[src/rtl/alu_pkg.sv]
// Shared definitions for the ALU dispatcher: unit-select codes, FSM encoding and
// timeout defaults.
package alu_pkg;

  typedef enum logic [1:0] {
    UnitArith = 2'b00,
    UnitLogic = 2'b01,
    UnitCmp   = 2'b10,
    UnitShift = 2'b11
  } unit_e;

  typedef enum logic [1:0] {
    StIdle  = 2'b00,
    StIssue = 2'b01,
    StWait  = 2'b10,
    StHold  = 2'b11
  } state_e;

  localparam int unsigned DefaultTimeout = 15;
  // Wide enough for the largest supported timeout (255).
  localparam int unsigned TimerWidth     = 8;

endpackage

[src/rtl/dispatch_timer.sv]
// Wait-cycle counter for the dispatcher; tc flags the Max-th enabled cycle since
// the last clear.
module dispatch_timer
  import alu_pkg::*;
#(
  parameter int unsigned Max = DefaultTimeout
) (
  input  logic CLK,
  input  logic RST,
  input  logic clr,
  input  logic en,
  output logic tc
);

  logic [TimerWidth-1:0] count_q, count_d;

  always_comb begin
    count_d = count_q;
    if (clr) begin
      count_d = '0;
    end else if (en) begin
      count_d = count_q + TimerWidth'(1);
    end
  end

  always_ff @(posedge CLK or negedge RST) begin
    if (!RST) begin
      count_q <= '0;
    end else begin
      count_q <= count_d;
    end
  end

  assign tc = en && (count_q == TimerWidth'(Max - 1));

endmodule

[src/rtl/alu_dispatch.sv]
// Single-outstanding-request dispatcher: issues one operation to the selected unit,
// waits for its flag (or times out) and holds the zero-extended result for the consumer.
module alu_dispatch
  import alu_pkg::*;
#(
  parameter int unsigned IN_WIDTH = 8,
  parameter int unsigned TIMEOUT  = DefaultTimeout
) (
  input  logic                  CLK,
  input  logic                  RST,
  input  logic                  IN_VALID,
  output logic                  IN_READY,
  input  logic [IN_WIDTH-1:0]   IN_A,
  input  logic [IN_WIDTH-1:0]   IN_B,
  input  logic [3:0]            IN_FUN,
  output logic [IN_WIDTH-1:0]   UNIT_A,
  output logic [IN_WIDTH-1:0]   UNIT_B,
  output logic [1:0]            UNIT_FUN,
  output logic [3:0]            UNIT_EN,
  input  logic [3:0]            UNIT_FLAG,
  input  logic [2*IN_WIDTH-1:0] ARITH_OUT,
  input  logic [IN_WIDTH-1:0]   LOGIC_OUT,
  input  logic [3:0]            CMP_OUT,
  input  logic [IN_WIDTH-1:0]   SHIFT_OUT,
  output logic                  OUT_VALID,
  input  logic                  OUT_READY,
  output logic [2*IN_WIDTH-1:0] OUT_RESULT,
  output logic [1:0]            OUT_UNIT,
  output logic                  OUT_ERR
);

  localparam int unsigned ResWidth = 2 * IN_WIDTH;

  state_e                state_q, state_d;
  unit_e                 sel_q, sel_d;
  logic [IN_WIDTH-1:0]   unit_a_q, unit_a_d, unit_b_q, unit_b_d;
  logic [1:0]            unit_fun_q, unit_fun_d;
  logic [ResWidth-1:0]   res_q, res_d, sel_res;
  logic                  err_q, err_d;
  // Holds IN_READY low until the first clock edge after reset release.
  logic                  init_q;
  logic                  timer_tc;

  dispatch_timer #(
    .Max (TIMEOUT)
  ) u_timer (
    .CLK (CLK),
    .RST (RST),
    .clr (state_q != StWait),
    .en  (state_q == StWait),
    .tc  (timer_tc)
  );

  always_comb begin
    sel_res = '0;
    unique case (sel_q)
      UnitArith: sel_res = ARITH_OUT;
      UnitLogic: sel_res = {{IN_WIDTH{1'b0}}, LOGIC_OUT};
      UnitCmp:   sel_res = {{(ResWidth - 4){1'b0}}, CMP_OUT};
      UnitShift: sel_res = {{IN_WIDTH{1'b0}}, SHIFT_OUT};
      default:   sel_res = '0;
    endcase
  end

  assign IN_READY = (state_q == StIdle) && init_q;

  always_comb begin
    state_d    = state_q;
    sel_d      = sel_q;
    unit_a_d   = unit_a_q;
    unit_b_d   = unit_b_q;
    unit_fun_d = unit_fun_q;
    res_d      = res_q;
    err_d      = err_q;
    UNIT_EN    = '0;
    unique case (state_q)
      StIdle: begin
        if (IN_VALID && IN_READY) begin
          sel_d      = unit_e'(IN_FUN[3:2]);
          unit_a_d   = IN_A;
          unit_b_d   = IN_B;
          unit_fun_d = IN_FUN[1:0];
          state_d    = StIssue;
        end
      end
      StIssue: begin
        UNIT_EN = 4'b0001 << sel_q;
        state_d = StWait;
      end
      StWait: begin
        // A flag arriving on the terminal-count cycle still counts as success.
        if (UNIT_FLAG[sel_q]) begin
          res_d   = sel_res;
          err_d   = 1'b0;
          state_d = StHold;
        end else if (timer_tc) begin
          res_d   = '0;
          err_d   = 1'b1;
          state_d = StHold;
        end
      end
      StHold: begin
        if (OUT_READY) begin
          state_d = StIdle;
        end
      end
      default: state_d = StIdle;
    endcase
  end

  always_ff @(posedge CLK or negedge RST) begin
    if (!RST) begin
      state_q    <= StIdle;
      sel_q      <= UnitArith;
      unit_a_q   <= '0;
      unit_b_q   <= '0;
      unit_fun_q <= '0;
      res_q      <= '0;
      err_q      <= 1'b0;
      init_q     <= 1'b0;
    end else begin
      state_q    <= state_d;
      sel_q      <= sel_d;
      unit_a_q   <= unit_a_d;
      unit_b_q   <= unit_b_d;
      unit_fun_q <= unit_fun_d;
      res_q      <= res_d;
      err_q      <= err_d;
      init_q     <= 1'b1;
    end
  end

  assign UNIT_A     = unit_a_q;
  assign UNIT_B     = unit_b_q;
  assign UNIT_FUN   = unit_fun_q;
  assign OUT_VALID  = (state_q == StHold);
  assign OUT_RESULT = res_q;
  assign OUT_UNIT   = sel_q;
  assign OUT_ERR    = err_q;

endmodule

[config.mk]
export PLATFORM = sky130hd
export DESIGN_NAME = alu_dispatch
export DESIGN_NICKNAME = d
export VERILOG_FILES = /design/src/rtl/alu_pkg.sv /design/src/rtl/dispatch_timer.sv /design/src/rtl/alu_dispatch.sv
export SDC_FILE = /design/constraint.sdc
export NUM_CORES = 1
export LEC_CHECK = 0
export BUFFER_PORTS_ARGS = -buffer_cell sky130_fd_sc_hd__buf_2
export CAP_MARGIN = 5
export CORE_MARGIN = 1
export CORE_UTILIZATION = 49
export DETAILED_ROUTE_END_ITERATION = 16
export PLACE_DENSITY = 0.84
export SYNTH_ARGS = -nofsm -noshare
export SYNTH_HDL_FRONTEND = slang
export SYNTH_SLANG_ARGS = --single-unit
[constraint.sdc]
create_clock -name CLK -period 2.75 [get_ports CLK]
set_clock_uncertainty 0.15 [all_clocks]
set_input_delay 0.4125 -clock CLK [delete_from_list [all_inputs] [get_ports CLK]]
set_output_delay 0.4125 -clock CLK [all_outputs]
set_load 0.005 [all_outputs]
==> results.cfg <==
[die]
ios = 107
dieArea_um2 = 4810
chipWidth_um = 69.4
core_um2 = 4350
start_util_pct = 51.1
num_rows = 24
die_h_um = 69.4

[placement]
place_area_um2 = 2790
gp_congestion = 0.851
io_buffers = 106
hpwl_mm = 3.69

[synthesis]
yosys.cell_types.count = 31
synth_cells = 161
ys_seq_elements = 48
synthFlopType = dfrtp_1
syn_avg_cell_area_um2 = 13.8
netlist_area_um2 = 2220
syn_nets = 232
async_flop_share_pct = 100
synth_edf_count = 0
ys_seq_area_share_pct = 54.0
yosys_warnings = 0

[clocking]
cts_root_buffer = clkbuf_8
clk_path_buf_depth = 2
cts_inserted_buffers = 5
cts.sinks = 48
ctsResizeCount = 0
path_clk_slew_ps = 80
cts_tree = done
ctsHtreeMaxLevel = 2
insertion_delay_ps = 290

[sta]
finalSetupTns_ps = 0
worst_pin_slew_ps = 568
relSlewSlack_pct = 62.2
rsz0062_at_grt = no
hold_viol = 0
setup_viol_count_final = 0
drv_slew = 0
finalCriticalPeriod_ps = 2140
period_share_pct = 77.9
max_freq_mhz = 467

[cells_and_area]
design_area_um2 = 2890
nNetsFinal = 341
drive_gt1_share_pct = 53.1
mostFrequentLayoutCells = buf_2, dfrtp_1, mux2_2, a22o_1
n_fill_cell = 334
layout_commonest_cell = buf_2
area_growth_pct = 29.8
postLayoutCoreUtil_pct = 66.3
diodes = 0

[routing]
post_drt_wl_per_cell_um = 15.2
dr.first_iter.drc_count = 46
first_pass_iters = 4
ant_nets = 0
totalWireLength_mm = 4.89
vias_per_cell = 5.30
via_count = 1713
drc_errors = 0

[worst_hold_path]
hold_path_class = primary input to register

[critical_path]
path_class = register to register
regToRegSetupSlack_ps = 610
cp_data_required_time_ps = 2780
startpoint_type = register
cp_max_fo = 16
endpoint_kind = register
arrival_ps = 2170

[power_and_ir_drop]
peakVddDrop_uv = 522
powerDensity_nw_per_um2 = 945
leakage_nw = 1.54

[job]
maxCapViolations = 0

[global_routing]
track_usage_pct = 21.1
grt_pass1_vias = 1703
overflow = 0
grt_pass1_wl_mm = 7.91
grt_max_degree = 32
antenna_found_initial = 0

[outcome]
status = finished clean
==> synthesized netlist by cell type, types with 4 or more instances <==
master | count | area share [%]
o2bb2ai_1 | 4 | 1.6
xnor2_1 | 4 | 1.6
and2_1 | 7 | 2.0
nand2_1 | 4 | 0.68
a22o_1 | 13 | 5.1
mux2_2 | 25 | 13
a22oi_1 | 4 | 1.4
nand3_1 | 4 | 0.90
inv_1 | 5 | 0.84
clkbuf_1 | 5 | 0.84
ha_1 | 7 | 3.9
mux4_1 | 4 | 4.7
dfrtp_1 | 48 | 54
==> kinds of logic after synthesis <==
| family | after synthesis | synth area share (%) |
|---|---|---|
| xor+xnor | 6 | 2.36 |
| simple gates | 29 | 7.71 |
| buf+inv | 15 | 4.00 |
| mux | 30 | 18.4 |
| fa+ha+maj | 7 | 3.94 |
| other cells | 1 | 0.169 |
| flops | 48 | 54.0 |
| compound gates | 25 | 9.40 |
==> flip-flops by register name, summed over array words and instances (netlist names) <==
signal,flops
OUT_RESULT,16
UNIT_B,8
OUT_ERR,1
init_q,1
OUT_UNIT,2
UNIT_A,8
state_q,2
u_timer.count_q,8
UNIT_FUN,2
==> critical path: stages, from the launching register on <==
cell	delay, ps
dfrtp_1	410
inv_1	70
ha_1	130
nor4bb_1	410
a21oi_2	100
nand2b_1	410
a22o_1	360
==> area by class of cell <==
type                            instances  area (um2)  area share [%]
Multi-Input combinational cell         98         933            32.3
Clock buffer                            8        90.1            3.12
Sequential cell                        48        1200            41.6
Tap cell                               52        65.1            2.25
Inverter                                5        18.8           0.650
Timing Repair Buffer                  112         578            20.0
==> metal layers <==
layer,global-route usage [%],vias up,share of wire (%)
met4,8.39,0,1.5
met5,0,-,0
li1,-,799,-
met1,28.2,818,45
met3,6.83,6,8.5
met2,32.0,90,45
==> worst paths after layout <==
kind	endpoint	startpoint	cells past startpoint
min in group asynchronous	OUT_RESULT[3]$_DFFE_PN0P_	RST	2
max in group asynchronous	u_timer.count_q[7]$_DFF_PN0_	RST	3
worst min-delay path	OUT_RESULT[14]$_DFFE_PN0P_	ARITH_OUT[14]	2
worst max register to register	OUT_RESULT[0]$_DFFE_PN0P_	u_timer.count_q[0]$_DFF_PN0_	6
worst max-delay path	OUT_RESULT[0]$_DFFE_PN0P_	u_timer.count_q[0]$_DFF_PN0_	6
worst min register to register	u_timer.count_q[0]$_DFF_PN0_	u_timer.count_q[0]$_DFF_PN0_	1
==> where the power goes <==
part           leakage [nW]  total, mW  internal (mW)  switching, mW
sequential            0.608       1.14          0.984          0.157
combinational         0.890       1.17          0.644          0.523
clock                0.0455      0.419          0.205          0.214
total                  1.54       2.73           1.83          0.893
==> metrics by stage <==
stage | setup slack (ps) | hold slack (ps) | total power [mW] | std cells
6_report | 607 | 188 | 2.73 | 323
4_1_cts | 571 | 178 | 2.76 | 323
2_1_floorplan | 885 | -33.1 | 1.88 | 161
5_1_grt | 438 | 175 | 2.92 | 323
3_5_place_dp | 592 | 211 | 2.32 | 314
3_3_place_gp | 696 | 200 | 2.28 | 314
==> what timing repair did <==
action                    4_1_cts  5_1_grt
setup buffers                   0        0
hold buffers                    1        0
hold endpoints to repair       17        0
(Power assumes the default switching activity.)
